`src/rtl/adex_pkg.sv`:
```
// Shared constants for the AdEx nibble parameter-load protocol (transmitter and neuron loader).
package adex_pkg;

  localparam logic [2:0] ST_IDLE  = 3'd0;
  localparam logic [2:0] ST_SETUP = 3'd1;
  localparam logic [2:0] ST_HIGH  = 3'd2;
  localparam logic [2:0] ST_LOW   = 3'd3;
  localparam logic [2:0] ST_HOLD  = 3'd4;
  localparam logic [2:0] ST_DONE  = 3'd5;

  localparam logic [3:0] FOOTER_NIB     = 4'hF;
  localparam int         NUM_PARAMS     = 7;
  localparam int         NIBS_PER_FRAME = 2 * NUM_PARAMS;
  localparam logic [3:0] SYM_LAST       = 4'(NIBS_PER_FRAME + 1);

  localparam int IDX_DELTAT = 0;
  localparam int IDX_TAUW   = 1;
  localparam int IDX_A      = 2;
  localparam int IDX_B      = 3;
  localparam int IDX_VRESET = 4;
  localparam int IDX_VT     = 5;
  localparam int IDX_IBIAS  = 6;

  // Symbol 0 is the header, 1..14 carry data high nibble first, 15 is the footer.
  function automatic logic [3:0] sym_nibble(input logic [55:0] p, input logic [3:0] s,
                                            input logic [3:0] footer);
    logic [2:0] idx;
    logic [7:0] b;
    idx = 3'((s - 4'd1) >> 1);
    b   = 8'(p >> {idx, 3'b000});
    if (s == 4'd0)          return 4'h0;
    else if (s == SYM_LAST) return footer;
    else if (s[0])          return b[7:4];
    else                    return b[3:0];
  endfunction

endpackage

```
`src/rtl/adex_nib_strobe.sv`:
```
// Per-symbol SETUP/HIGH/LOW sequencer: holds a nibble and pulses load_enable around it.
module adex_nib_strobe #(
  parameter int unsigned SETUP_CYC = 1,
  parameter int unsigned HIGH_CYC  = 2,
  parameter int unsigned LOW_CYC   = 2,
  parameter int unsigned CNT_W     = 8
) (
  input  logic       clk,
  input  logic       rst_n,
  input  logic       go,
  input  logic       clr,
  input  logic [3:0] nib,
  output logic       load_enable,
  output logic [3:0] nibble,
  output logic       sym_done
);
  import adex_pkg::*;

  localparam logic [CNT_W-1:0] S_LAST = CNT_W'(SETUP_CYC - 1);
  localparam logic [CNT_W-1:0] H_LAST = CNT_W'(HIGH_CYC - 1);
  localparam logic [CNT_W-1:0] L_LAST = CNT_W'(LOW_CYC - 1);

  logic [2:0]       phase;
  logic [CNT_W-1:0] cnt;

  // Combinational so the next symbol's SETUP starts right after the last LOW cycle.
  assign sym_done = (phase == ST_LOW) && (cnt == L_LAST);

  // NOTE: sequential state uses non-blocking assignments so every register samples pre-edge values.
  always_ff @(posedge clk or negedge rst_n) begin
    if (!rst_n) begin
      phase       <= ST_IDLE;
      cnt         <= '0;
      load_enable <= 1'b0;
      nibble      <= 4'h0;
    end else if (clr) begin
      phase       <= ST_IDLE;
      cnt         <= '0;
      load_enable <= 1'b0;
      nibble      <= 4'h0;
    end else if (go) begin
      phase       <= ST_SETUP;
      cnt         <= '0;
      load_enable <= 1'b0;
      nibble      <= nib;
    end else begin
      case (phase)
        ST_SETUP: if (cnt == S_LAST) begin
                    phase <= ST_HIGH; cnt <= '0; load_enable <= 1'b1;
                  end else cnt <= cnt + 1'b1;
        ST_HIGH:  if (cnt == H_LAST) begin
                    phase <= ST_LOW; cnt <= '0; load_enable <= 1'b0;
                  end else cnt <= cnt + 1'b1;
        ST_LOW:   if (cnt == L_LAST) begin
                    phase <= ST_IDLE; cnt <= '0; nibble <= 4'h0;
                  end else cnt <= cnt + 1'b1;
        default:  cnt <= '0;
      endcase
    end
  end

endmodule

```
`src/rtl/adex_param_nibble_tx.sv`:
```
// Host-side AdEx parameter frame transmitter. Optional abort port pair under `ADEX_TX_ABORT_EN.
module adex_param_nibble_tx #(
  parameter int unsigned SETUP_CYC  = 1,
  parameter int unsigned HIGH_CYC   = 2,
  parameter int unsigned LOW_CYC    = 2,
  parameter int unsigned HOLD_CYC   = 4,
  parameter logic [3:0]  FOOTER_NIB = 4'hF,
  parameter int unsigned CNT_W      = 8
) (
  input  logic        clk,
  input  logic        rst_n,
  input  logic        start,
  input  logic [55:0] params_flat,
`ifdef ADEX_TX_ABORT_EN
  input  logic        abort,
  output logic        aborted,
`endif
  output logic        load_mode,
  output logic        load_enable,
  output logic [3:0]  nibble,
  output logic        busy,
  output logic        done
);
  import adex_pkg::*;

  localparam logic [CNT_W-1:0] HOLD_LAST = CNT_W'(HOLD_CYC - 1);

  // ST_SETUP here spans a whole symbol; the strobe sub-module sequences SETUP/HIGH/LOW.
  logic [2:0]       state;
  logic [3:0]       sym;
  logic [55:0]      shadow;
  logic [CNT_W-1:0] hcnt;
  logic             go, clr, sym_done;
  logic [3:0]       nib;

`ifdef ADEX_TX_ABORT_EN
  assign clr = abort && (state != ST_IDLE);
`else
  assign clr = 1'b0;
`endif

  // NOTE: every always_comb output gets a default first so no latch is inferred.
  always_comb begin
    go  = 1'b0;
    nib = 4'h0;
    if (state == ST_IDLE) begin
      go = start;
    end else if (state == ST_SETUP && sym_done && sym != SYM_LAST) begin
      go  = 1'b1;
      nib = sym_nibble(shadow, sym + 4'd1, FOOTER_NIB);
    end
  end

  adex_nib_strobe #(
    .SETUP_CYC(SETUP_CYC), .HIGH_CYC(HIGH_CYC), .LOW_CYC(LOW_CYC), .CNT_W(CNT_W)
  ) u_strobe (
    .clk(clk), .rst_n(rst_n), .go(go), .clr(clr), .nib(nib),
    .load_enable(load_enable), .nibble(nibble), .sym_done(sym_done)
  );

  // NOTE: the shadow register is a single flop vector, so it is cleared on reset like any other state.
  always_ff @(posedge clk or negedge rst_n) begin
    if (!rst_n) begin
      state     <= ST_IDLE;
      sym       <= 4'd0;
      shadow    <= '0;
      hcnt      <= '0;
      load_mode <= 1'b0;
      busy      <= 1'b0;
      done      <= 1'b0;
`ifdef ADEX_TX_ABORT_EN
      aborted   <= 1'b0;
`endif
    end else begin
      done <= 1'b0;
`ifdef ADEX_TX_ABORT_EN
      aborted <= 1'b0;
`endif
      case (state)
        ST_IDLE: if (start) begin
                   shadow    <= params_flat;
                   state     <= ST_SETUP;
                   sym       <= 4'd0;
                   load_mode <= 1'b1;
                   busy      <= 1'b1;
                 end
        ST_SETUP: if (sym_done) begin
                    if (sym == SYM_LAST) begin
                      state <= ST_HOLD;
                      hcnt  <= '0;
                    end else sym <= sym + 4'd1;
                  end
        ST_HOLD: if (hcnt == HOLD_LAST) begin
                   state     <= ST_DONE;
                   load_mode <= 1'b0;
                   busy      <= 1'b0;
                   done      <= 1'b1;
                 end else hcnt <= hcnt + 1'b1;
        default: state <= ST_IDLE;
      endcase
`ifdef ADEX_TX_ABORT_EN
      if (clr) begin
        state     <= ST_IDLE;
        load_mode <= 1'b0;
        busy      <= 1'b0;
        done      <= 1'b0;
        aborted   <= 1'b1;
      end
`endif
    end
  end

endmodule
```
`config.mk`:
```
export PLATFORM = sky130hd
export DESIGN_NAME = adex_param_nibble_tx
export DESIGN_NICKNAME = d
export VERILOG_FILES = /design/src/rtl/adex_pkg.sv /design/src/rtl/adex_nib_strobe.sv /design/src/rtl/adex_param_nibble_tx.sv
export SDC_FILE = /design/constraint.sdc
export NUM_CORES = 1
export LEC_CHECK = 0
export ABC_AREA = 1
export BUFFER_PORTS_ARGS = -buffer_cell sky130_fd_sc_hd__buf_2
export CELL_PAD_IN_SITES_DETAIL_PLACEMENT = 1
export CELL_PAD_IN_SITES_GLOBAL_PLACEMENT = 2
export CORE_MARGIN = 2
export CORE_UTILIZATION = 30
export CTS_CLUSTER_DIAMETER = 200
export CTS_CLUSTER_SIZE = 40
export DETAILED_ROUTE_END_ITERATION = 12
export PLACE_DENSITY_LB_ADDON = 0.25
export SLEW_MARGIN = 20
export SYNTH_ARGS = -nofsm -noshare
export SYNTH_HDL_FRONTEND = slang
export SYNTH_HIERARCHICAL = 1
export SYNTH_SLANG_ARGS = --single-unit
```
`constraint.sdc`:
```
create_clock -name clk -period 2.2 [get_ports clk]
set_input_delay 0.33 -clock clk [delete_from_list [all_inputs] [get_ports clk]]
set_output_delay 0.33 -clock clk [all_outputs]
set_load 0.05 [all_outputs]
```
== Yosys cells after proc, flatten, opt, wreduce, memory -nomap -nowiden ==
Index checks and enable logic that the tools add are counted.

* Reduce and logical (&&, ||, !) cells: 22
* $add $sub $neg: 4
* $lt $le $gt $ge: 0
* Bitwise gates (word level): 0
* Multipliers: 0
* Shifts and indexed selects: 1
* Div/mod/pow operators: 0
* Muxes and demuxes: 41
* Equal/unequal tests: 19

{| class="wikitable"
|+ Operators with widths
! kind !! number
|-
| $shr A56 B6 Y8 || 1
|-
| $mux W8 || 6
|-
| $mux W4 || 11
|-
| $pmux W8 S2 || 2
|-
| $mux W3 || 8
|-
| $pmux W3 S3 || 2
|-
| $add A8 B1 Y8 const B || 2
|-
| $reduce_and A4 Y1 || 4
|-
| $ne A2 B2 Y1 const B || 5
|-
| $reduce_bool A2 Y1 || 5
|-
| $mux W1 || 9
|-
| $eq A4 B4 Y1 const B || 2
|-
| $eq A8 B1 Y1 const B || 1
|-
| $eq A8 B2 Y1 const B || 1
|-
| $logic_not A8 Y1 || 1
|-
| $pmux W4 S2 || 1
|-
| $eq A3 B1 Y1 const B || 2
|-
| $eq A3 B2 Y1 const B || 2
|-
| $ne A3 B2 Y1 const B || 2
|-
| $reduce_and A3 Y1 || 2
|-
| $add A4 B1 Y4 const B || 1
|-
| $logic_not A4 Y1 || 1
|-
| $ne A4 B4 Y1 const B || 1
|-
| $pmux W1 S2 || 2
|-
| other kinds (10) || 13
|}

* Bits in read-only memories: 0
* Memories kept: 0
* Word-level logic and storage cells: 97
* Bits in latches: 0
* Bits in writable memories: 0
* Input bits: 59
* Output and inout bits: 8
* Bits in registers: 89

== Depth between registers and ports, before layout ==
Gate-level depths: netlist of run 1.

* Depth in word-level cells: 9
* Gate-level depth with buffers: 17
* Depth with buffers taken out: 15

== By module ==
Netlist of run 1, hierarchy kept.

{| class="wikitable"
|+ Modules (own cells, without submodules)
! module !! cells each !! instances !! sequential area each (µm²) !! area an instance (µm²)
|-
| adex_param_nibble_tx || 521 || 1 || 1,801.7 || 3,921.3
|-
| adex_nib_strobe || 118 || 1 || 375.4 || 940.9
|}

== Least setup slack after synthesis of run 1 ==
No wires, ideal clock.

* Path type: register to register
* From: register u_strobe.cnt[1]
* To: register u_strobe.phase[0]
* Arrival time: 2.118 ns
* Slack: -0.035 ns
* Clock period less this slack: 2.235 ns
* Setup time: 0.117 ns
* Path buffers: 0
* Cell stages (with the launch flop): 16
* Cell sequence: dfrtp_1 -> inv_1 -> ha_1 -> nand2_1 -> inv_1 -> nand2_2 -> nor2_1 -> nand3_1 -> o21ai_0 -> nor2_2 -> inv_2 -> nor3_1 -> nor2_1 -> nand3_1 -> nand2_1 -> nand2_1

* Cells in the longest elaborated chain, start to end: 8

{| class="wikitable"
|+ Ends and longest elaborated chain
! item !! RTL line !! RTL
|-
| from (decl) || adex_nib_strobe.sv:24 || <nowiki>logic [CNT_W-1:0] cnt;</nowiki>
|-
| from (signal assigned) || adex_nib_strobe.sv:50 || <nowiki>end else cnt <= cnt + 1'b1;</nowiki>
|-
| from (signal assigned) || adex_nib_strobe.sv:53 || <nowiki>end else cnt <= cnt + 1'b1;</nowiki>
|-
| from (signal assigned) || adex_nib_strobe.sv:56 || <nowiki>end else cnt <= cnt + 1'b1;</nowiki>
|-
| $eq A8 B1 Y1 (*) || adex_nib_strobe.sv:27 || <nowiki>assign sym_done = (phase == ST_LOW) && (cnt == L_LAST);</nowiki>
|-
| $logic_and A1 B1 Y1 (*) || adex_nib_strobe.sv:27 ||
|-
| net sym_done || adex_param_nibble_tx.sv:33 || <nowiki>logic go, clr, sym_done;</nowiki>
|-
| $logic_and A1 B1 Y1 (*) (2 in series) || adex_param_nibble_tx.sv:48 || <nowiki>end else if (state == ST_SETUP && sym_done && sym != SYM_LAST) begin</nowiki>
|-
| $mux W1 (*) || adex_param_nibble_tx.sv:48 ||
|-
| $mux W1 (*) || adex_param_nibble_tx.sv:46 || <nowiki>if (state == ST_IDLE) begin</nowiki>
|-
| net go || adex_param_nibble_tx.sv:33 ||
|-
| $ne A3 B3 Y1 (no line) (tied with other cells) || n/a ||
|-
| $reduce_and A4 Y1 (no line) || n/a ||
|-
| to (signal assigned) || adex_nib_strobe.sv:49 || <nowiki>phase <= ST_HIGH; cnt <= '0; load_enable <= 1'b1;</nowiki>
|-
| to (signal assigned) || adex_nib_strobe.sv:52 || <nowiki>phase <= ST_LOW; cnt <= '0; load_enable <= 1'b0;</nowiki>
|-
| to (signal assigned) || adex_nib_strobe.sv:55 || <nowiki>phase <= ST_IDLE; cnt <= '0; nibble <= 4'h0;</nowiki>
|-
| to (decl) || adex_nib_strobe.sv:23 || <nowiki>logic [2:0] phase;</nowiki>
|}

The timed path passes the listed nets; every way through them passes the cells marked *.
A chain may end at the register's enable or synchronous reset.

== Worst setup path in the final report of run 1 ==
* From: register u_strobe.cnt[1]
* To: register u_strobe.phase[1]

The elaborated chain is that of the path after synthesis.

==> results of run 1 <==
## final cells by class
type	count	area [um^2]	share of cell area, %
clock inverters	6	93.84	1.586
well taps	216	270.3	4.569
flip-flops and latches	87	2177	36.80
multi-input cells	425	2203	37.25
repair buffers	85	525.5	8.883
inverters	111	416.7	7.043
clock buffers	10	229.0	3.871
## sequential cells by signal, summed over array words and instances (netlist names)
register / flops
busy: 1
done: 1
hcnt: 8
shadow: 56
state: 2
sym: 4
u_strobe/cnt: 8
u_strobe/load_enable: 1
u_strobe/nibble: 4
u_strobe/phase: 2
## kinds of logic after synthesis
| kind of cell | share of synthesized area (%) |
|---|---|
| simple gates | 29.67 |
| buf+inv | 11.17 |
| flops | 44.78 |
| compound gates | 8.132 |
| fa+ha+maj | 3.603 |
| mux | 1.853 |
| xor+xnor | 0.7207 |
| other cells | 0.07713 |
## power by group through the flow
stage / Combinational (W) / Clock, W / Sequential [W]
6_report: 0.00269 / 0.00167 / 0.00240
5_1_grt: 0.00313 / 0.00180 / 0.00247
4_1_cts: 0.00273 / 0.00174 / 0.00241
3_5_place_dp: 0.00271 / 0 / 0.00243
3_3_place_gp: 0.00264 / 0 / 0.00240
2_1_floorplan: 0.00197 / 0 / 0.00241
## through the flow
stage	setup TNS [ns]	instance area [um^2]	total power, W
floorplan	0	4881	0.004384
global placement	0	5520	0.005045
detailed placement	0	5520	0.005141
CTS	0	5843	0.006872
global route	-0.01413	5916	0.007397
finish	0	5916	0.006763
## worst max-delay path, stage by stage, from the launching register on
cell	delay, ns
dfrtp_1	0.41
inv_2	0.07
ha_1	0.14
nand2_1	0.08
inv_2	0.07
nand2_4	0.07
nor2_4	0.12
nand3_2	0.11
o21ai_2	0.21
nor2_2	0.08
inv_2	0.08
nor3_1	0.04
nor2_1	0.16
nand3_1	0.13
nand2_1	0.08
nand2_1	0.05
## per-layer routing
metal  part of all wire [%]  routed length [um]  up-vias
li1                       -                   -     2131
met1                     49                5950     1972
met2                     46                5558       54
met3                    2.9                 348       14
met4                    1.6                 187        0
met5                      0                   0        -
## timing repair
item / in CTS / in global routing
setup endpoints to repair: 0 / 15
endpoints found under the hold margin: 0 / 0
buffers inserted: 0 / 5
gates resized for setup: 0 / 11
## path summary, 6_finish.rpt
check / start / to / slack [ns]
min in group clk: params_flat[51] / shadow[51] / 0.21
min: rst_n / shadow[17] / 0.006
max reg2reg: u_strobe/cnt[1] / u_strobe/phase[1] / 0.22
min reg2reg: u_strobe/load_enable / u_strobe/load_enable / 0.48
max in group asynchronous: rst_n / u_strobe/cnt[6] / 1.81
max: u_strobe/cnt[1] / u_strobe/phase[1] / 0.22
## layout by cell type, fill, tap and decap left out, types with 8 or more instances in the layout
cell       synthesis  final
mux2_2             8      8
inv_2              8     11
nand3_1           55     54
dfrtp_1           87     87
buf_4              2     16
ha_1              14     12
nor2_1            73     72
nand2_1          146    145
inv_1            100     97
clkbuf_16          0      9
a21oi_1           52     52
o21ai_0           11     10
nand2_2           11     10
buf_2              6     65
==> results.md, run 1 <==
- The flow ran to the end, and the final reports show no timing, DRC or antenna violations.
- The number of vias in the routed layout is 4171.
- The detailed-router iteration count before antenna repair is 4.
- The number of buffers on the longest clock path is 2.
- The commonest cells after synthesis are nand2_1, inv_1, dfrtp_1.
- The finished layout holds between 900 and 1000 standard cells, fillers aside.
- By area the synthesized netlist is led by dfrtp_1, nand2_1, inv_1.
- The clock sink count is a little under 90.
- The kind of capture point of the worst setup path is a flip-flop.
- After clock tree synthesis, the clock-pin slew on the worst setup and hold paths is approximately 0.070 ns.
- Of the cells placed in the final design, the portion with a size suffix greater than 1 is approximately 22%.
- The post-placement cell count is between 900 and 1000.
- The antenna diode count is 0.
- In this run, the number of DRC markers left after iteration 0 of detailed routing was roughly 130.
- During synthesis, Yosys emitted a total of 6 warnings.
- The total of endpoints with negative setup slack in the final report is 0.
- The number of flops mapped to enable cells by yosys is 0.
- The worst setup path is launched from a flip-flop.
- Sequential cells account for between 30% and 40% of the total power.
- The category of the most critical setup path is reg -> reg.
- For this design the ratio of total power to cell area is ~1100 nW/um^2.
- The number of max-slew violations in the final report is 0.
- The root buffer cell is clkbuf_16.
- The count of nets left with antenna violations once routing finished came out at 0.
- After technology mapping, the gate count stands at approximately 640.
- The total leakage power is 3.102 nW.
- The overall die width is approximately 130 um.
- The met3 routing resource usage after global routing is ~2.7%.
- The net count of the finished layout is 792.
- The floorplan step defined a core boundary enclosing around 16000 um^2.
- The global-route track usage on met1 is around a fifth.
- The busiest layer in global routing is met2.
- Dividing the detail-routed wire length by the instance count gives 12.81 um.
- The post-placement worst setup slack is a little under 0.03 ns.
- In this run the power spent charging and discharging nets is 0.002622 W.
- Setup slack closes at approximately 0.22 ns.
- The largest net degree at the start of global routing is 88.
- nand2_1 is the most common cell in the netlist.
- The overall routed net length is between 10 and 15 mm.
- The initial core utilization is between 30% and 40%.
- The share of the synthesized area in the top cell type is approximately 45%.
- The most used flip-flop cell after synthesis is dfrtp_1.
- In the finished design, the share of the clock period the worst path needs comes to around 90%.
- For this run, the share of the core covered by cells in the final layout is a little under two fifths.
- The relative contribution of combinational cells to total power is 39.8%.
- The worst endpoint required time is around 2.4 ns.
- In the global route stage, met2 resource usage came out at around 25%.
- The worst hold path belongs to the class in -> async.
- The number of antenna violations at the first check in global routing is 0.
- The final-report hold violation count is 0.
- Derived from the worst setup path, the maximum achievable clock frequency is around 500 MHz.
- The critical path data arrival time is 2.22 ns.
- The internal portion of the total power is slightly above 0.004 W.
- The insertion delay to the later sink of the worst-skew pair is between 0.3 and 0.4 ns.
- Compared with the post-synthesis result, the final layout area differs by 21.67%.
- In this run switching power makes up between 30% and 40% of total power.
- The worst hold-check slack is 0.006174 ns.
- The layout has ~2000 filler cells.
- The post-synthesis cell type with the largest combined area is dfrtp_1.
- The worst-case clock skew is approximately 0.005 ns.
- The mapped netlist covers between 4000 and 5000 um^2.
- The worst ir drop on vdd is around 0.44 mV.
- The number of CTS-inserted buffers is 9.
- The hold buffer count at cts is 0.
- The area of the die is 17240 um^2.
- In this run, synthesis produced a sequential element count of 87.
- Of all flip-flops after synthesis, the portion carrying an async set or reset was 100.0%.
- After synthesis, flip-flops and latches occupy between 40% and 50% of the total area.
- The H-tree generated during clock tree synthesis spans 3 levels.
- The total congestion overflow is 0.
- Counting distinct cell types in the post-synthesis netlist gives 37.
- For this run, design rule violations remaining after detail routing come to 0.
- For the worst flop-to-flop path, the logic depth is 15.
- Across the run, the number of max-cap violations was 0.
- The first global-routing pass estimated 20.92 mm of wire.
- The post-route minimum period is 1.983 ns.
- After synthesis, the mean cell area works out to 7.609 um^2.
- In this run the core area contains 46 standard-cell rows.
- The number of top-level pins is 67.
- The mean number of vias per cell is 4.437.
- The count of input and output buffers is 66.
- Measured along the y axis, the die boundary spans 131.3 um.
- TritonCTS built the clock tree.
- The clock share of power is between 20% and 30%.
- At the end of routability-driven placement, the weighted congestion stood at 0.7749.
- The via count of the first global-routing pass was 4434.
- The total half-perimeter wirelength after legalization and detailed placement is just under 9 mm.
- In this run the worst path has a maximum fanout of 4.
- The total global-route track usage is approximately 15%.
Power figures use the tool's default switching activity.
==> run 2: changes to the inputs <==
- MAX_ROUTING_LAYER: unset -> met4
==> run 2 against run 1 <==
- global-route usage up 0.42 points
- via count about the same
- clock skew about the same
- flip-flop and latch count stayed put
- hold slack got worse by 0.0017 ns
==> results.md, run 2 (same netlist as run 1, synthesis figures left out) <==
- The chip height is roughly 130 um.
- Once the floorplan was initialized, standard cells occupied a little under a third of the core.
- The type of the worst min-delay path is in -> async.
- The via count of the first global-routing pass was about 4400.
- The root buffer cell is clkbuf_16.
- The overall routed net length is 12.00 mm.
- After layout, the worst path uses 90.13% of the clock period.
- Relative to the synthesized area, the layout overhead comes to 21.41%.
- The total global-route track usage is 15.21%.
- The number of top-level pins is 67.
- The mean number of vias per cell is about 4.4.
- The multi-input combinational cells in the finished layout cover a total of ~2200 um^2.
- The number of max-slew violations in the final report is 0.
- The number of antenna diodes in the final layout is 0.
- Across all hold checks on the routed design, the worst slack comes to 0.004503 ns.
- The total half-perimeter wirelength after legalization and detailed placement is just under 9 mm.
- The number of vias in the routed layout is 4169.
- The flow ran to the end, and the final reports show no timing, DRC or antenna violations.
- The instance area after placement is about 5500 um^2.
- The worst endpoint required time is approximately 2.4 ns.
- The highest achievable clock rate is around 500 MHz.
- On the final layout, the worst clock skew is 0.004722 ns.
- Entering global routing, the biggest net connects 88 pins.
- Leaving out fill and tap cells, the most frequent cell in the layout is nand2_1.
- The largest driver fanout on the critical path is 4.
- Once detail routing completed, the nets flagged for antenna violations numbered 0.
- The cell area after layout is just under 6000 um^2.
- The final-report hold violation count is 0.
- For this run the aggregate overflow at the end of global routing stands at 0.
- The number of antenna violations at the first check in global routing came to 0.
- For flop-to-flop paths, the worst setup slack is 0.22 ns.
- The register with the most flip-flops in the layout has 56 of them.
- The detailed router finished its first iteration with roughly 110 violations.
- In the layout the commonest cells are nand2_1, inv_1, dfrtp_1.
- The CTS tree is built.
- After floorplanning, the core was divided into 46 placement rows.
- In the final layout, the share of cells above drive strength 1 is between 20% and 30%.
- The area of the die is between 15000 and 20000 um^2.
- STA classifies the critical path startpoint as a flip-flop.
- The maximum level of the CTS H-tree is 3.
- STA classifies the critical path endpoint as a flip-flop.
- The post-route minimum period is 1.983 ns.
- Before antenna repair, the detailed router went through 4 iterations.
- The end point of the critical path is u_strobe/phase[1].
- The largest registers in the layout are shadow: 56 flops, hcnt: 8 flops, u_strobe/cnt: 8 flops.
- The critical path is of the reg -> reg type.
- The worst ir drop on vdd is approximately 0.44 mV.
- The design draws 0.006762 W.
- The overall die width is roughly 130 um.
- The net count reported at finish is between 700 and 800.
- The post-placement cell count is a little over 900.
- The tool flagged a number of max-cap violations equal to 0.
- In the routed design, unresolved DRC markers number 0.
- The total leakage power is between 3 and 4 nW.
- The area taken by flip-flops and latches is about 2200 um^2.
- The count of input and output buffers is 66.
- The first global-routing pass estimated around 21 mm of wire.
- The startpoint identified for the worst register-to-register timing path is u_strobe/cnt[1].
- The weighted congestion at the end of routability-driven global placement is slightly below 0.8.
- The total core area is around 16000 um^2.
- Clock tree synthesis inserted a total of 9 buffers.
- Clock-pin slew was measured on the worst setup and hold paths at approximately 0.070 ns.
- Setup violations remaining at the end of the flow were counted as 0.
- The count of cells in the finished layout, fillers not included, comes to 938.
- The worst reg2reg path endpoint is u_strobe/phase[1].
- The average wire per cell in the routed design is roughly 13 um.
- The insertion delay to the later sink of the worst-skew pair is roughly 0.35 ns.
- At the end of the flow the core is filled with cells to 37.16%.
- For this design the ratio of total power to cell area is approximately 1100 nW/um^2.
- The number of buffers on the longest clock path is 2.
- The largest register by flop count is shadow.
- The critical path data arrival time is about 2.2 ns.
- The clock sink count is 87.
- Fill cells in the final layout number slightly below 2000.
- For the worst flop-to-flop path, the logic depth is 15.
- The most critical setup path has its startpoint at u_strobe/cnt[1].
==> run 2: how the worst min path moves through the flow <==
stage,start,to,slack [ns]
6_report,rst_n,shadow[17],0.005
3_3_place_gp,rst_n,shadow[19],0.42
4_1_cts,rst_n,shadow[18],0.04
5_1_grt,rst_n,shadow[18],0.06
2_1_floorplan,rst_n,busy,0.03
3_5_place_dp,rst_n,shadow[18],0.42
==> run 2: final cells by class <==
type	instances	share of cell area, %
Clock buffer	10	3.879
Sequential cell	87	36.88
Timing Repair Buffer	83	8.648
Clock inverter	6	1.590
Multi-Input combinational cell	425	37.37
Inverter	111	7.058
Tap cell	216	4.578
==> run 2: where the power goes <==
part / total (W) / switching (W) / internal (W)
Clock: 0.00167 / 0.000669 / 0.00100
Sequential: 0.00240 / 0.000230 / 0.00217
Combinational: 0.00269 / 0.00172 / 0.000972
==> run 2: through the flow <==
step                      setup slack (ns)  setup TNS [ns]
after global placement              0.1375               0
after CTS                          0.01692               0
after detailed placement           0.02887               0
final                               0.2171               0
after floorplan                     0.1364               0
after global routing             -0.009243       -0.009243
==> run 2: routing by layer <==
layer / routed length [um] / global-route usage [%] / vias to the layer above
li1: - / - / 2127
met1: 5959 / 19.39 / 1973
met2: 5504 / 24.39 / 53
met3: 330 / 2.623 / 16
met4: 205 / 5.616 / 0
met5: 0 / - / -
==> run 2: worst max-delay path: stages, from the launching register on <==
cell	delay (ns)
dfrtp_1	0.41
inv_2	0.07
ha_1	0.14
nand2_1	0.08
inv_2	0.07
nand2_4	0.06
nor2_4	0.11
nand3_2	0.11
o21ai_2	0.21
nor2_2	0.08
inv_2	0.08
nor3_1	0.04
nor2_1	0.16
nand3_1	0.13
nand2_1	0.08
nand2_1	0.05
==> run 2: what timing repair did <==
action / 4_1_cts / 5_1_grt
buffers inserted: 0 / 3
setup endpoints to repair: 0 / 15
resized for setup: 0 / 12
hold buffers: 0 / 0
==> run 3: changes to the inputs <==
- PLACE_DENSITY: unset -> 0.72
- PLACE_DENSITY_LB_ADDON: 0.25 -> unset
==> run 3 against run 2 <==
- power fell by 1.3%
- die area did not move
- clock power fell by 4%
- combinational power barely moved
- routed wire length rose by 3.0%
- non-clock buffer count did not move
- sequential power barely moved
- first-iteration DRC count rose by 39%
- utilization fell by 0.19 points
- global-route usage rose by 0.55 points
- final area fell by 0.51%
==> results.md, run 3 (same netlist as run 1, synthesis figures left out) <==
- The run finished with clean final reports.
- The sum of negative setup slack is 0 ns.
- STA puts the critical path data required time at 2.42 ns.
- The wire length of the first global-routing pass is around 21 mm.
- Ranked by flip-flop count, first place goes to shadow.
- The via count of the first global-routing pass is approximately 4300.
- In the layout the commonest cells are nand2_1, inv_1, dfrtp_1.
- In the final design database the tool counted 790 nets.
- Setup violations remaining at the end of the flow were counted as 0.
- The detailed router's first-iteration violation count is approximately 150.
- The maximum level of the CTS H-tree is 3.
- Of the available clock period, the critical path in the final layout requires between 90% and 100%.
- The final-report hold violation count is 0.
- For this design the top-level I/O count stands at 67.
- The detailed-router iteration count before antenna repair is 4.
- After layout, the worst setup slack is roughly 0.22 ns.
- After detailed routing, the number of remaining DRC violations is 0.
- 0 antenna diodes ended up in the layout.
- The overall die width is approximately 130 um.
- The kind of capture point of the worst setup path is a flip-flop.
- The chip height is 131.3 um.
- The post-placement worst setup slack is about 0.0028 ns.
- Across the VDD grid, the largest voltage drop is around 0.43 mV.
- The category of the most critical setup path is reg -> reg.
- In this run the cell area measured after placement is around 5500 um^2.
- STA puts the critical path data arrival time at about 2.2 ns.
- The weighted congestion at the end of routability-driven global placement is about 0.77.
- The register with the most flip-flops in the layout has 56 of them.
- TritonCTS built the clock tree.
- The total congestion overflow is 0.
- The initialized floorplan defines between 40 and 50 standard-cell rows.
- Clock latency on the worst-skew pair, taken at its later pin, is ~0.36 ns.
- The root buffer cell is clkbuf_16.
- The worst register-to-register path has a depth of 16.
- The mean number of vias per cell is 4.396.
- The number of max-slew violations in the final report was 0.
- The number of CTS-inserted buffers is 9.
- The clock transition at the register clock pins on the worst setup and hold paths after CTS is 0.07 ns.
- For this configuration, the core starts out at a cell density of 30.61%.
- The total core area is between 15000 and 20000 um^2.
- For this block, the routed nets add up to 12.36 mm of wire.
- The post-layout total power is between 0.006 and 0.007 W.
- The worst reg2reg path endpoint is u_strobe/nibble[2].
- The post-placement cell count is between 900 and 1000.
- The largest driver fanout on the critical path is 11.
- After legalization and detailed placement, the total HPWL measured ~9.3 mm.
- Global routing used about 16% of the available tracks.
- The post-route netlist has 21.47% of its cells at a drive strength greater than 1.
- The clock sink count is 87.
- In the final layout, the registers with the most flip-flops are shadow: 56 flops, hcnt: 8 flops, u_strobe/cnt: 8 flops.
- The clock passes through at most 2 buffers.
- The worst path needs just under 2 ns of the cycle, external delays included.
- The startpoint of the lowest-slack hold path is params_flat[52].
- Between clock sinks in the finished design, the worst skew comes to 0.006145 ns.
- The number of max-capacitance violations reported is 0.
- The die covers roughly 17000 um^2.
- The area growth from synthesis to layout is 20.79%.
- Across all register-to-register paths, the minimum setup slack is approximately 0.22 ns.
- The path with the worst hold slack has its endpoint at shadow[52].
- The count of input and output buffers is between 60 and 70.
- Entering global routing, the biggest net connects between 80 and 90 pins.
- Timing would allow up to 503.8 MHz.
- The min-delay analysis places its worst path in the category in -> reg.
- The depth of the worst hold-timing path is 2.
- After filler insertion, the fill cell instance count of the layout stands at 1983.
- The total leakage power is 3.086 nW.
- The post-layout instance count excluding filler cells is between 900 and 1000.
- The number of antenna violations at the first check in global routing is 0.
- The antenna violation net count after detailed routing is 0.
- In the final routed layout, each cell accounts on average for roughly 13 um.
- The critical path launch point type is a flip-flop.
- The source of the worst register-to-register timing path is sym[0].
- Leaving out fill and tap cells, the most frequent cell in the layout is nand2_1.
- The final route contains 4123 vias.
- Power spread over the standard cell area amounts to between 1000 and 1500 nW/um^2.
- The cell area after layout is a little under 6000 um^2.
-- run 3: cell types whose count changed in the layout (fill, tap and decap cells not counted), sizes merged --
cell	before	now
clkbuf	10	9
buf	83	82
clkinv	5	7
bufinv	2	1
inv	109	110
clkinvlp	1	0
dlygate4sd3	0	1
-- run 3: worst max-delay path by stage --
stage | slack (ns) | end | start | depth (start not counted)
2_1_floorplan | 0.14 | u_strobe/phase[0] | u_strobe/cnt[1] | 15
3_3_place_gp | 0.14 | u_strobe/phase[0] | u_strobe/cnt[1] | 15
3_5_place_dp | 0.003 | u_strobe/phase[1] | u_strobe/cnt[1] | 15
4_1_cts | 0.05 | u_strobe/phase[1] | u_strobe/cnt[1] | 15
5_1_grt | -0.003 | u_strobe/phase[0] | u_strobe/cnt[1] | 15
6_report | 0.22 | u_strobe/nibble[2] | sym[0] | 16
-- run 3: layer usage --
metal / up-vias / track usage, % / share of wire (%) / wire, um
li1: 2123 / - / - / -
met1: 1939 / 20.59 / 49 / 6109
met2: 47 / 24.36 / 46 / 5708
met3: 14 / 2.739 / 2.6 / 321
met4: 0 / 6.401 / 1.7 / 216
met5: - / - / 0 / 0
-- run 3: critical path, stage by stage (launching register included) --
cell and delay [ns]:
dfrtp_1 0.45, inv_1 0.11, ha_2 0.23, inv_2 0.06
nand2_4 0.13, buf_12 0.15, nand2_1 0.05, nand3_1 0.07
nand2_1 0.08, inv_1 0.06, nand2_1 0.05, nand3_1 0.07
nand3_1 0.07, nand2_1 0.06, inv_1 0.04, nand3_1 0.07
o21ai_0 0.08
-- run 3: final cells by class --
class	instances	area, um^2	share of cell area, %
multi-input combinational	425	2190	37.28
sequential	87	2177	37.07
timing repair buffer	83	513.0	8.735
inverter	111	416.7	7.094
tap	216	270.3	4.602
clock buffer	9	225.2	3.835
clock inverter	7	81.33	1.385
-- run 3: power breakdown --
part	internal, W	leakage (nW)	switching, W
Combinational	0.000971	1.90	0.00170
Clock	0.000896	0.152	0.000705
Sequential	0.00216	1.03	0.000236
-- run 3: metrics by stage --
stage / util (%) / hold slack (ns)
after floorplan: - / 0.03441
after global placement: 34.80 / 0.3132
after detailed placement: 34.80 / 0.3231
after CTS: 36.81 / 0.1854
after global routing: 36.97 / 0.1912
final: 36.97 / 0.1994
-- run 3: what timing repair did --
action / 4_1_cts / 5_1_grt
setup endpoints to repair: 2 / 11
setup buffers: 0 / 1
hold buffers: 1 / 0
endpoints found under the hold margin: 30 / 0
pin swaps: 0 / 2
gates resized for setup: 1 / 5
